===== config.mk =====
export PLATFORM = sky130hd
export DESIGN_NAME = dm_store_buffer_flat
export DESIGN_NICKNAME = d
export VERILOG_FILES = /design/src/rtl/dm_store_buffer_if.sv /design/src/rtl/dm_store_buffer.sv /design/src/flat_wrapper.sv
export SDC_FILE = /design/constraint.sdc
export NUM_CORES = 1
export LEC_CHECK = 0
export ABC_AREA = 0
export BUFFER_PORTS_ARGS = -buffer_cell sky130_fd_sc_hd__buf_2
export CORE_MARGIN = 2
export CORE_UTILIZATION = 60
export DETAILED_ROUTE_END_ITERATION = 8
export PLACE_DENSITY = 0.84
export SYNTH_ARGS = -nofsm -noshare
export SYNTH_HDL_FRONTEND = slang
export SYNTH_SLANG_ARGS = --single-unit

===== constraint.sdc =====
create_clock -name CLK -period 15.8 [get_ports CLK]
set_input_delay 2.37 -clock CLK [delete_from_list [all_inputs] [get_ports CLK]]
set_output_delay 2.37 -clock CLK [all_outputs]
set_load 0.005 [all_outputs]

===== src/rtl/dm_store_buffer_if.sv =====
// dm_store_buffer_if: MEM-side port and data-memory write/read port of the store buffer.
interface dm_store_buffer_if;
    logic        MemRead_IN;
    logic        MemWrite_IN;
    logic [31:0] data_address_IN;
    logic [31:0] data_write_IN;
    logic [1:0]  data_write_size_IN;
    logic [31:0] data_read_OUT;
    logic        STALL_OUT;
    logic        Buffer_Empty_OUT;
    logic [31:0] mem_raddr_OUT;
    logic [31:0] mem_rdata_IN;
    logic [31:0] mem_waddr_OUT;
    logic [31:0] mem_wdata_OUT;
    logic [3:0]  mem_byte_en_OUT;
    logic        mem_wreq_OUT;
    logic        mem_wack_IN;

    modport slave (
        input  MemRead_IN, MemWrite_IN, data_address_IN, data_write_IN, data_write_size_IN,
               mem_rdata_IN, mem_wack_IN,
        output data_read_OUT, STALL_OUT, Buffer_Empty_OUT, mem_raddr_OUT,
               mem_waddr_OUT, mem_wdata_OUT, mem_byte_en_OUT, mem_wreq_OUT
    );

    modport master (
        output MemRead_IN, MemWrite_IN, data_address_IN, data_write_IN, data_write_size_IN,
               mem_rdata_IN, mem_wack_IN,
        input  data_read_OUT, STALL_OUT, Buffer_Empty_OUT, mem_raddr_OUT,
               mem_waddr_OUT, mem_wdata_OUT, mem_byte_en_OUT, mem_wreq_OUT
    );
endinterface


===== src/rtl/dm_store_buffer.sv =====
// dm_store_buffer: posted-write FIFO between MEM and data memory with coherent loads.
// STORE_FWD_EN defined: loads merge pending bytes; undefined: loads hitting a pending word stall.
module dm_store_buffer #(
    parameter int DEPTH = 4
) (
    input logic             CLK,
    input logic             RESET,
    dm_store_buffer_if.slave bus
);
    localparam int AW = $clog2(DEPTH);
    localparam int CW = AW + 1;

    logic [29:0]   addr_q [DEPTH];
    logic [31:0]   data_q [DEPTH];
    logic [3:0]    be_q   [DEPTH];
    logic [AW-1:0] rd_ptr_q, rd_ptr_d, wr_ptr_q, wr_ptr_d;
    logic [CW-1:0] count_q, count_d;
    logic          full, enq, deq;
    logic [2:0]    n;
    logic [1:0]    o;
    logic [31:0]   st_data;
    logic [3:0]    st_be;
    logic [AW-1:0] age_idx [DEPTH];
    logic [DEPTH-1:0] age_hit;
    logic [31:0]   rd_merge;

    // Field MSB is first moved to offset 0, then shifted down to offset o; overflow bytes fall off.
    always_comb begin
        n       = (bus.data_write_size_IN == 2'd0) ? 3'd4 : {1'b0, bus.data_write_size_IN};
        o       = bus.data_address_IN[1:0];
        st_data = (bus.data_write_IN << {3'd4 - n, 3'b000}) >> {o, 3'b000};
        st_be   = (4'b1111 << (3'd4 - n)) >> o;
    end

    always_comb begin
        full     = count_q == CW'(DEPTH);
        enq      = bus.MemWrite_IN & ~full & ~RESET;
        deq      = bus.mem_wreq_OUT & bus.mem_wack_IN;
        rd_ptr_d = rd_ptr_q + AW'(deq);
        wr_ptr_d = wr_ptr_q + AW'(enq);
        count_d  = count_q + CW'(enq) - CW'(deq);
    end

    always_ff @(posedge CLK) begin
        if (RESET) begin
            rd_ptr_q <= '0;
            wr_ptr_q <= '0;
            count_q  <= '0;
        end else begin
            rd_ptr_q <= rd_ptr_d;
            wr_ptr_q <= wr_ptr_d;
            count_q  <= count_d;
        end
    end

    always_ff @(posedge CLK) begin
        if (enq) begin
            addr_q[wr_ptr_q] <= bus.data_address_IN[31:2];
            data_q[wr_ptr_q] <= st_data;
            be_q[wr_ptr_q]   <= st_be;
        end
    end

    // age_hit[k]: k-th oldest entry is valid and targets the load's word
    always_comb begin
        age_hit = '0;
        for (int k = 0; k < DEPTH; k++) begin
            age_idx[k] = rd_ptr_q + AW'(k);
            age_hit[k] = (CW'(k) < count_q) && (addr_q[age_idx[k]] == bus.data_address_IN[31:2]);
        end
    end

`ifdef STORE_FWD_EN
    always_comb begin
        rd_merge = bus.mem_rdata_IN;
        for (int k = 0; k < DEPTH; k++)
            for (int b = 0; b < 4; b++)
                if (age_hit[k] && be_q[age_idx[k]][b])
                    rd_merge[8*b +: 8] = data_q[age_idx[k]][8*b +: 8];
    end
    assign bus.STALL_OUT = ~RESET & bus.MemWrite_IN & full;
`else
    assign rd_merge      = bus.mem_rdata_IN;
    assign bus.STALL_OUT = ~RESET & ((bus.MemWrite_IN & full) | (bus.MemRead_IN & |age_hit));
`endif

    assign bus.data_read_OUT    = rd_merge;
    assign bus.mem_raddr_OUT    = {bus.data_address_IN[31:2], 2'b00};
    assign bus.Buffer_Empty_OUT = count_q == '0;
    assign bus.mem_wreq_OUT     = count_q != '0;
    assign bus.mem_waddr_OUT    = {addr_q[rd_ptr_q], 2'b00};
    assign bus.mem_wdata_OUT    = data_q[rd_ptr_q];
    assign bus.mem_byte_en_OUT  = be_q[rd_ptr_q];
endmodule


===== src/flat_wrapper.sv =====
// flat-port wrapper written by rule: the top's interface ports become plain ports
module dm_store_buffer_flat 
#(
    parameter int DEPTH = 4
)
  (CLK, RESET, bus_MemRead_IN, bus_MemWrite_IN, bus_data_address_IN, bus_data_write_IN, bus_data_write_size_IN, bus_mem_rdata_IN, bus_mem_wack_IN, bus_data_read_OUT, bus_STALL_OUT, bus_Buffer_Empty_OUT, bus_mem_raddr_OUT, bus_mem_waddr_OUT, bus_mem_wdata_OUT, bus_mem_byte_en_OUT, bus_mem_wreq_OUT);
  dm_store_buffer_if bus_i ();
  input logic CLK;
  input logic RESET;
  input wire logic [$bits(bus_i.MemRead_IN)-1:0] bus_MemRead_IN;
  input wire logic [$bits(bus_i.MemWrite_IN)-1:0] bus_MemWrite_IN;
  input wire logic [$bits(bus_i.data_address_IN)-1:0] bus_data_address_IN;
  input wire logic [$bits(bus_i.data_write_IN)-1:0] bus_data_write_IN;
  input wire logic [$bits(bus_i.data_write_size_IN)-1:0] bus_data_write_size_IN;
  input wire logic [$bits(bus_i.mem_rdata_IN)-1:0] bus_mem_rdata_IN;
  input wire logic [$bits(bus_i.mem_wack_IN)-1:0] bus_mem_wack_IN;
  output wire logic [$bits(bus_i.data_read_OUT)-1:0] bus_data_read_OUT;
  output wire logic [$bits(bus_i.STALL_OUT)-1:0] bus_STALL_OUT;
  output wire logic [$bits(bus_i.Buffer_Empty_OUT)-1:0] bus_Buffer_Empty_OUT;
  output wire logic [$bits(bus_i.mem_raddr_OUT)-1:0] bus_mem_raddr_OUT;
  output wire logic [$bits(bus_i.mem_waddr_OUT)-1:0] bus_mem_waddr_OUT;
  output wire logic [$bits(bus_i.mem_wdata_OUT)-1:0] bus_mem_wdata_OUT;
  output wire logic [$bits(bus_i.mem_byte_en_OUT)-1:0] bus_mem_byte_en_OUT;
  output wire logic [$bits(bus_i.mem_wreq_OUT)-1:0] bus_mem_wreq_OUT;
  assign bus_i.MemRead_IN = bus_MemRead_IN;
  assign bus_i.MemWrite_IN = bus_MemWrite_IN;
  assign bus_i.data_address_IN = bus_data_address_IN;
  assign bus_i.data_write_IN = bus_data_write_IN;
  assign bus_i.data_write_size_IN = bus_data_write_size_IN;
  assign bus_i.mem_rdata_IN = bus_mem_rdata_IN;
  assign bus_i.mem_wack_IN = bus_mem_wack_IN;
  assign bus_data_read_OUT = bus_i.data_read_OUT;
  assign bus_STALL_OUT = bus_i.STALL_OUT;
  assign bus_Buffer_Empty_OUT = bus_i.Buffer_Empty_OUT;
  assign bus_mem_raddr_OUT = bus_i.mem_raddr_OUT;
  assign bus_mem_waddr_OUT = bus_i.mem_waddr_OUT;
  assign bus_mem_wdata_OUT = bus_i.mem_wdata_OUT;
  assign bus_mem_byte_en_OUT = bus_i.mem_byte_en_OUT;
  assign bus_mem_wreq_OUT = bus_i.mem_wreq_OUT;
  dm_store_buffer #(.DEPTH(DEPTH)) u_core (.CLK(CLK), .RESET(RESET), .bus(bus_i));
endmodule

# After elaboration in Yosys (flattened, before gate mapping)
# Memory sizes are Yosys's and may differ from the RTL's. A register that Yosys moved wholly into a read port is not among the register bits.
# Cells that the tools add are included.
# op_classes
eq_ne	5
n_reduce_logical	8
bitwise	9
order_cmp	4
n_mux	6
n_shift	4
add_sub_neg	8
# op_table
operator	n
$eq A30 B30 Y1	4
$shl A32 B6 Y32	1
$shr A32 B5 Y32	1
$and A1 B1 Y1	6
$lt A1 B3 Y1 const A	2
$lt A2 B3 Y1 const A	2
$mux W2	3
$add A2 B1 Y2	2
$add A2 B2 Y2 const B	2
$logic_and A1 B1 Y1	4
$reduce_or A4 Y1	1
$shl A4 B3 Y4 const A	1
$shr A4 B2 Y4	1
$add A3 B1 Y3	1
$eq A3 B3 Y1 const B	1
$logic_not A3 Y1	1
$mux W3	1
$reduce_bool A3 Y1	1
$sub A3 B1 Y3	1
$sub A3 B3 Y3 const A	1
$add A2 B1 Y2 const B	1
$logic_not A2 Y1	1
$mux W1	2
$not A1 Y1	2
$or A1 B1 Y1	1
# totals
register_bits	7
inputBits	103
mem_count	3
ramBits	264
# mem_list
name	depth	word_bits	rd	rd_ports_with_merged_regs	wr	line_no	rtl
u_core.data_q	4	32	1	1	1	dm_store_buffer.sv:14	logic [31:0] data_q [DEPTH];
u_core.addr_q	4	30	4	1	1	dm_store_buffer.sv:13	logic [29:0] addr_q [DEPTH];
u_core.be_q	4	4	1	1	1	dm_store_buffer.sv:15	logic [3:0] be_q [DEPTH];

# Logic depth before layout (Yosys ltp)
# Gate-level depths: netlist (run 1).
# An unclocked memory read counts as a cell.
# depth
word_depth	8
mapped_depth	13
ltp_nobuf	11

# Least setup slack after synthesis (run 1)
# Ideal clock, no wire load.
# synth_timing
kind	input port to flip-flop
from	input port bus_MemWrite_IN
to	memory u_core.addr_q[0][0], enable pin
path_stages	3
setup_slack_ps	7371
n_path_buf	0
arrival_ps	7844
required_ps	15214
cell_sequence	nor2b_1 -> a21boi_0 -> nor3b_1
# synth_between
elab_chain_len	4
# synth_lines
element	line_no	rtl
from (decl)	flat_wrapper.sv:11	input wire logic [$bits(bus_i.MemWrite_IN)-1:0] bus_MemWrite_IN;
$and A1 B1 Y1 (2 in series)	dm_store_buffer.sv:37	enq = bus.MemWrite_IN & ~full & ~RESET;
$mux W1	dm_store_buffer.sv:57	if (enq) begin
$mux W1 (implied by the code)	dm_store_buffer.sv:58	addr_q[wr_ptr_q] <= bus.data_address_IN[31:2];
to (decl)	dm_store_buffer.sv:13	
# Every way passes these cells.

# Worst setup path after layout (run 1)
# layout_timing
from	register u_core.rd_ptr_q[1]
to	output port bus_STALL_OUT
# layout_between
elab_chain_len	8
elab_cells_between_ends	14
classes_between	3 x add/sub; 3 x eq/ne; 3 x bitwise; 4 x reduce/logical; 1 x memory
# layout_lines
element	line_no	rtl
from (decl)	dm_store_buffer.sv:16	logic [AW-1:0] rd_ptr_q, rd_ptr_d, wr_ptr_q, wr_ptr_d;
from (signal assigned)	dm_store_buffer.sv:50	rd_ptr_q <= rd_ptr_d;
$add A2 B1 Y2 or $add A2 B2 Y2 (tied branches)	dm_store_buffer.sv:68	age_idx[k] = rd_ptr_q + AW'(k);
$mem_v2 Z4 W30 *	--	
$eq A30 B30 Y1	dm_store_buffer.sv:69	age_hit[k] = (CW'(k) < count_q) && (addr_q[age_idx[k]] == bus.data_address_IN[31:2]);
$logic_and A1 B1 Y1	dm_store_buffer.sv:69	
$reduce_or A4 Y1 *	dm_store_buffer.sv:84	assign bus.STALL_OUT = ~RESET & ((bus.MemWrite_IN & full) | (bus.MemRead_IN & |age_hit));
$and A1 B1 Y1 *	dm_store_buffer.sv:84	
$or A1 B1 Y1 *	dm_store_buffer.sv:84	
$and A1 B1 Y1 *	dm_store_buffer.sv:84	
to (decl)	flat_wrapper.sv:18	output wire logic [$bits(bus_i.STALL_OUT)-1:0] bus_STALL_OUT;
# Mark *: on every way between the ends. The rest lies on a longest branch, timed or not.

==> metrics.txt, run 1 <==
reg-to-reg setup timing slack 13.07 ns; grt total ovfl 0; Yosys reg bits 271; post-route setup slack 8.91 ns; first-pass GRT wire length 53,900 µm; Critical Path, Cell by Cell buf_4, mux2i_2, o22ai_1, a2111oi_0, a31oi_1, or4b_1, o22ai_1, a211o_1, buf_2; Yosys warning count 0; grt met3 use 5.25%; status finished, final reports clean; Max Cap Viol 0; Post-CTS Setup Repair Bufs 0; GP Congestion 0.925; CP Launch Type register; setup_tns 0 ns; Final Power 2.26 mW; CP arrival 4.52 ns; Routed Wire Length 36,300 µm; Post-route DRC 0; Cell variety after synth 60; number of global-route vias before repair 8,987; R2R Path End u_core.rd_ptr_q[0]$_SDFF_PP0_; pin count of the biggest net entering global routing 70; Crit path required time 13.43 ns; Crit path top cell by count o22ai_1; area growth from synthesis to layout 8.55%; worst-skew pair later-pin latency 0.54 ns; Slowest-stage cell, CP buf_4; LEAKAGE 5.75 nW; Post-synth ARST share 0%; DR pass1 iterations 5; Max FO, Critical Path 63; layout cell share with drive strength beyond 1 28.0%; Inst Count DP 1,438; CTS buffer count 27; Mapped Cells 1,066; die area 26,800 µm²; drt via density 6.41; reg2reg path depth 4; RSZ-0062 raised after global routing false; Initial Utilization 61.0%; worst rel slew slack 26.2%; Sink Count 271; CTS clk-pin slew, worst paths 0.06 ns; CTS H-Tree Depth 1; synthesized cell area 15,300 µm²; Total GRT Usage 27.1%; min Tclk post-route 6.89 ns; Slew @ Worst Pin 1.11 ns; DRT antenna net count 0; Crit. End Element primary output; hold buffer count at CTS 0; total number of vias 9,526; Wirelength per Cell 24.4 µm; Clock Root Buffer clkbuf_16; period utilisation layout 43.6%; most crowded layer after global routing met2; worst vdd ir 0.000121 V; PostCTS Resize Cnt 0; Pwr Density 136 nW/µm²; CP peak stage delay 0.82 ns; commonest non-fill, non-tap cell in the layout edfxtp_1; M2 GR Usage 45.5%; f_max 145 MHz; IO buf count 169; most frequent cells in the layout edfxtp_1 (264), buf_2 (169), mux2i_1 (139); # rows 58; Mean Syn Cell Area 14.4 µm²; die outline height 164 µm; TritonCTS clock tree built; launch point of the worst reg-to-reg path u_core.rd_ptr_q[0]$_SDFF_PP0_; clk buf depth 3; Final #Nets 1,249; Post-synth EDFFs 264; Antenna Cells 0; final cell count without fillers 1,487; Layout fillers 1,787; hpwl dp 24,700 µm; die width 164 µm; initial antenna violation count 0; Clock Skew 0.0149 ns; Tightest Hold Check Type reg2reg; DR iter-0 viols 918; CP Launch Point u_core.rd_ptr_q[1]$_SDFF_PP0_; core area 25,100 µm²; Setup crit end bus_STALL_OUT; Seq/Total Area, Yosys 52.7%; met1 Resource Use GR 35.8%; Main synth FF type edfxtp_1; Top Ports 238; critical path class reg2out; Setup WS pre-CTS 9.02 ns; Final setup viols 0; Final Hold Viols 0; fin. max-slew vios 0
## worst min path at each step
stage / end / cells past startpoint / from
floorplan: u_core.wr_ptr_q[1]$_SDFF_PP0_ / 2 / u_core.wr_ptr_q[1]$_SDFF_PP0_
global placement: u_core.wr_ptr_q[1]$_SDFF_PP0_ / 2 / u_core.wr_ptr_q[1]$_SDFF_PP0_
detailed placement: u_core.wr_ptr_q[1]$_SDFF_PP0_ / 2 / u_core.wr_ptr_q[1]$_SDFF_PP0_
CTS: u_core.wr_ptr_q[1]$_SDFF_PP0_ / 2 / u_core.wr_ptr_q[1]$_SDFF_PP0_
global route: u_core.wr_ptr_q[1]$_SDFF_PP0_ / 2 / u_core.wr_ptr_q[1]$_SDFF_PP0_
finish: u_core.wr_ptr_q[1]$_SDFF_PP0_ / 2 / u_core.wr_ptr_q[1]$_SDFF_PP0_
## state kept, by name, summed over array words and instances, names as in the netlist
register / cells
u_core.be_q: 16
u_core.count_q: 3
u_core.wr_ptr_q: 2
u_core.addr_q: 120
u_core.data_q: 128
u_core.rd_ptr_q: 2
## cells by family (layout without fill, tap and decap cells)
kind of cell             Yosys count  in the layout  synth area share [%]
flip-flops                       271            271                  52.7
other                              1              4                0.0245
XOR/XNOR                         103            103                  5.89
AND/OR/NAND/NOR                  156            156                  4.88
AO/OA/AOI/OAI                    130            130                  5.79
adder cells (fa/ha/maj)            9              9                 0.785
buffers and inverters            157            245                  6.99
multiplexers                     239            239                  22.9
## Yosys cell counts, types with 3 or more instances
master       n  area, µm²
mux2i_1    139       1390
mux2i_2      3       41.3
a2111oi_0    4       35.0
xor2_1      50        438
a2bb2oi_1    7       61.3
nor2_1      53        199
nor3_1       7       35.0
a22oi_1      3       22.5
nor4_1      13       81.3
edfxtp_1   264       7930
a211oi_1     3       22.5
mux4_1       8        210
xnor2_1     53        464
a21oi_1     31        155
o22ai_1     21        131
clkbuf_1    31        116
and2_1       8       50.1
buf_8        4       60.1
buf_2       13       65.1
nor2b_1      8       50.1
mux2_2      12        135
mux4_2      76       1710
and3_1       4       25.0
o2bb2ai_1    5       43.8
a211o_1      3       26.3
buf_1        4       15.0
buf_6        8       90.1
buf_12       4       80.1
a31oi_1      5       31.3
nand2_1     36        135
buf_4       73        548
o21ai_0     19       95.1
nand3_1      9       45.0
nand4_1     11       68.8
a221oi_1     4       35.0
dfxtp_1      7        140
a22o_1       5       43.8
ha_1         8        100
o2111ai_1    3       26.3
inv_1       16       60.1
o221ai_1     6       52.6
o211ai_1     3       22.5
## per-stage QoR
step | hold WS [ns] | area, µm² | utilization, %
after floorplan | 0.529 | 15300 | -
after global placement | 0.599 | 15700 | 62.4
after detailed placement | 0.612 | 15700 | 62.4
after CTS | 0.620 | 16600 | 66.2
after global routing | 0.666 | 16600 | 66.2
final | 0.617 | 16600 | 66.2
## cell type report
class	instances	area, µm²	area share (%)
timing repair buffer	178	913	5.50
multi-input combinational	641	6210	37.4
inverter	18	67.6	0.407
clock inverter	21	262	1.57
sequential	271	8080	48.6
tap	330	413	2.48
clock buffer	28	679	4.09
## critical path: cells and delay by family (launching register included)
kind	cells	cell delay, ns
mux	1	0.51
compound gates	5	1.09
buf+inv	2	0.95
simple gates	1	0.55
flops	1	0.76
## per-layer routing
metal | share of wire (%) | vias to the layer above
met5 | 0 | -
li1 | - | 4234
met4 | 3.2 | 0
met3 | 8.4 | 66
met2 | 50 | 481
met1 | 38 | 4745
## where the power goes
group	switching [mW]	internal, mW	total, mW
Clock	0.263	0.410	0.673
Sequential	0.0322	0.834	0.866
Combinational	0.392	0.325	0.717
Total	0.687	1.57	2.26
(Power assumes the default switching activity.)
==> run 2, diff against run 1 <==
--- a/config.mk
+++ b/config.mk
@@ -8,9 +8,9 @@
 export ABC_AREA = 0
 export BUFFER_PORTS_ARGS = -buffer_cell sky130_fd_sc_hd__buf_2
 export CORE_MARGIN = 2
-export CORE_UTILIZATION = 60
+export CORE_UTILIZATION = 58
 export DETAILED_ROUTE_END_ITERATION = 8
-export PLACE_DENSITY = 0.84
+export PLACE_DENSITY = 0.81
 export SYNTH_ARGS = -nofsm -noshare
 export SYNTH_HDL_FRONTEND = slang
 export SYNTH_SLANG_ARGS = --single-unit
==> constraint.sdc (replaced) <==
create_clock -name CLK -period 7.15 [get_ports CLK]
set_input_delay 1.0725 -clock CLK [delete_from_list [all_inputs] [get_ports CLK]]
set_output_delay 1.0725 -clock CLK [all_outputs]
set_load 0.005 [all_outputs]
==> run 2 against run 1 <==
  * Critical path depth unchanged
  * Clock skew decreased by 0.0098 ns
  * Largest cell class unchanged
  * Final cell count increased by 0.67%
  * Sequential power increased by 130%
  * Sequential share of layout area decreased by 0.23 points
  * Wire length increased by 0.13%
  * Global-route usage decreased by 1.1 points
  * Largest power group unchanged
==> metrics.txt, run 2 (synthesis gave the netlist of run 1 again) <==
Tightest Hold Check Type reg2reg; clk buf depth 3; CP Launch Type register; die area 27,700 µm²; Initial Utilization 58.9%; Final #Nets 1,252; pin count of the biggest net entering global routing 67; core area 26,000 µm²; layout cell share with drive strength beyond 1 27.8%; max reg flops 128; Final setup viols 0; Finished Core Util 64.3%; number of global-route vias before repair 9,248; die outline height 166 µm; status finished, final reports clean; PostCTS Resize Cnt 0; grt total ovfl 0; # rows 59; biggest regs u_core.data_q: 128 flops, u_core.addr_q: 120 flops, u_core.be_q: 16 flops; drt via density 6.34; Sink Count 271; f_max 190 MHz; TritonCTS clock tree built; Max Cap Viol 0; CP Buf/Inv Count 2; Crit. End Element primary output; RSZ-0062 raised after global routing false; Final Hold Viols 0; CP arrival 4.19 ns; Clock Skew 0.00519 ns; Max FO, Critical Path 59; CP top delay family compound AO/OA/AOI/OAI gates; Crit path top cell by count o22ai_1; initial antenna violation count 1; register area 8080 µm²; commonest non-fill, non-tap cell in the layout edfxtp_1; critical path class reg2out; total number of vias 9,488; CTS buffer count 28; worst hold margin 0.617 ns; DR iter-0 viols 1,013; die width 166 µm; Post-CTS Setup Repair Bufs 0; Layout fillers 1,914; multi-input gate area in the final layout 6210 µm²; CTS H-Tree Depth 1; worst-skew pair later-pin latency 0.55 ns; Total GRT Usage 26.0%; Wirelength per Cell 24.3 µm; Reg with most FFs u_core.data_q; period utilisation layout 73.6%; setup_tns 0 ns; area growth from synthesis to layout 9.07%; Top Ports 238; fin. max-slew vios 0; worst rel slew slack 28.6%; GP Congestion 0.921; Crit path required time 6.08 ns; CP peak stage delay 0.98 ns; LEAKAGE 5.77 nW; CTS clk-pin slew, worst paths 0.06 ns; final cell count without fillers 1,497; DR pass1 iterations 8; reg-to-reg setup timing slack 4.14 ns; Post-route DRC 0; worst vdd ir 0.000274 V; most frequent cells in the layout edfxtp_1 (264), buf_2 (169), mux2i_1 (139); min Tclk post-route 5.26 ns; hpwl dp 24,800 µm; Inst Count DP 1,445; Pwr Density 302 nW/µm²; DRT antenna net count 0; Area after DPL 15,700 µm²; Slowest-stage cell, CP dfxtp_4; hold buffer count at CTS 0; first-pass GRT wire length 55,500 µm; IO buf count 169; Critical Path, Cell by Cell buf_4, mux2i_2, o22ai_1, a2111oi_0, a31oi_1, or4b_1, o22ai_1, a211o_1, buf_2; Routed Wire Length 36,400 µm; Clock Root Buffer clkbuf_16; Slew @ Worst Pin 1.07 ns; Final Cell Area 16,700 µm²
-- run 2: worst register-to-register path: stages, from the launching register on --
cell and delay (ns):
dfxtp_1 0.42, nor2_1 0.11, a21boi_0 0.55, nand2_1 0.19, nor2_4 0.65, buf_4 0.69
-- run 2: where the power goes --
group	switching [mW]	internal, mW	total, mW
Clock	0.589	0.954	1.54
Combinational	0.816	0.721	1.54
Sequential	0.118	1.84	1.96
Total	1.52	3.52	5.04
-- run 2: metal layers --
layer	vias up	track usage, %	wire (µm)
met5	-	0	0
met4	0	8.51	1150
met3	74	6.11	3290
met2	475	42.8	17700
met1	4704	34.4	14200
li1	4235	-	-
-- run 2: final cells by class --
| class | instances | area share [%] |
|---|---|---|
| tap | 335 | 2.51 |
| inverter | 18 | 0.405 |
| timing repair buffer | 180 | 5.63 |
| sequential | 271 | 48.4 |
| clock buffer | 34 | 4.46 |
| antenna | 1 | 0.0150 |
| clock inverter | 17 | 1.44 |
| multi-input combinational | 641 | 37.2 |
-- run 2: final timing paths --
kind                                       from                        endpoint  cells after the start
setup reg to reg   u_core.count_q[1]$_SDFF_PP0_  u_core.data_q[2][20]$_DFFE_PP_                      5
hold reg to reg   u_core.wr_ptr_q[1]$_SDFF_PP0_   u_core.wr_ptr_q[1]$_SDFF_PP0_                      2
hold / removal    u_core.wr_ptr_q[1]$_SDFF_PP0_   u_core.wr_ptr_q[1]$_SDFF_PP0_                      2
setup / recovery  u_core.rd_ptr_q[1]$_SDFF_PP0_                   bus_STALL_OUT                      9
-- run 2: per-stage QoR --
stage / setup slack [ns] / total power [mW]
finish: 1.89 / 5.04
global route: 1.75 / 5.26
CTS: 1.96 / 5.07
detailed placement: 2.54 / 3.52
global placement: 2.55 / 3.51
floorplan: 0.0180 / 3.13
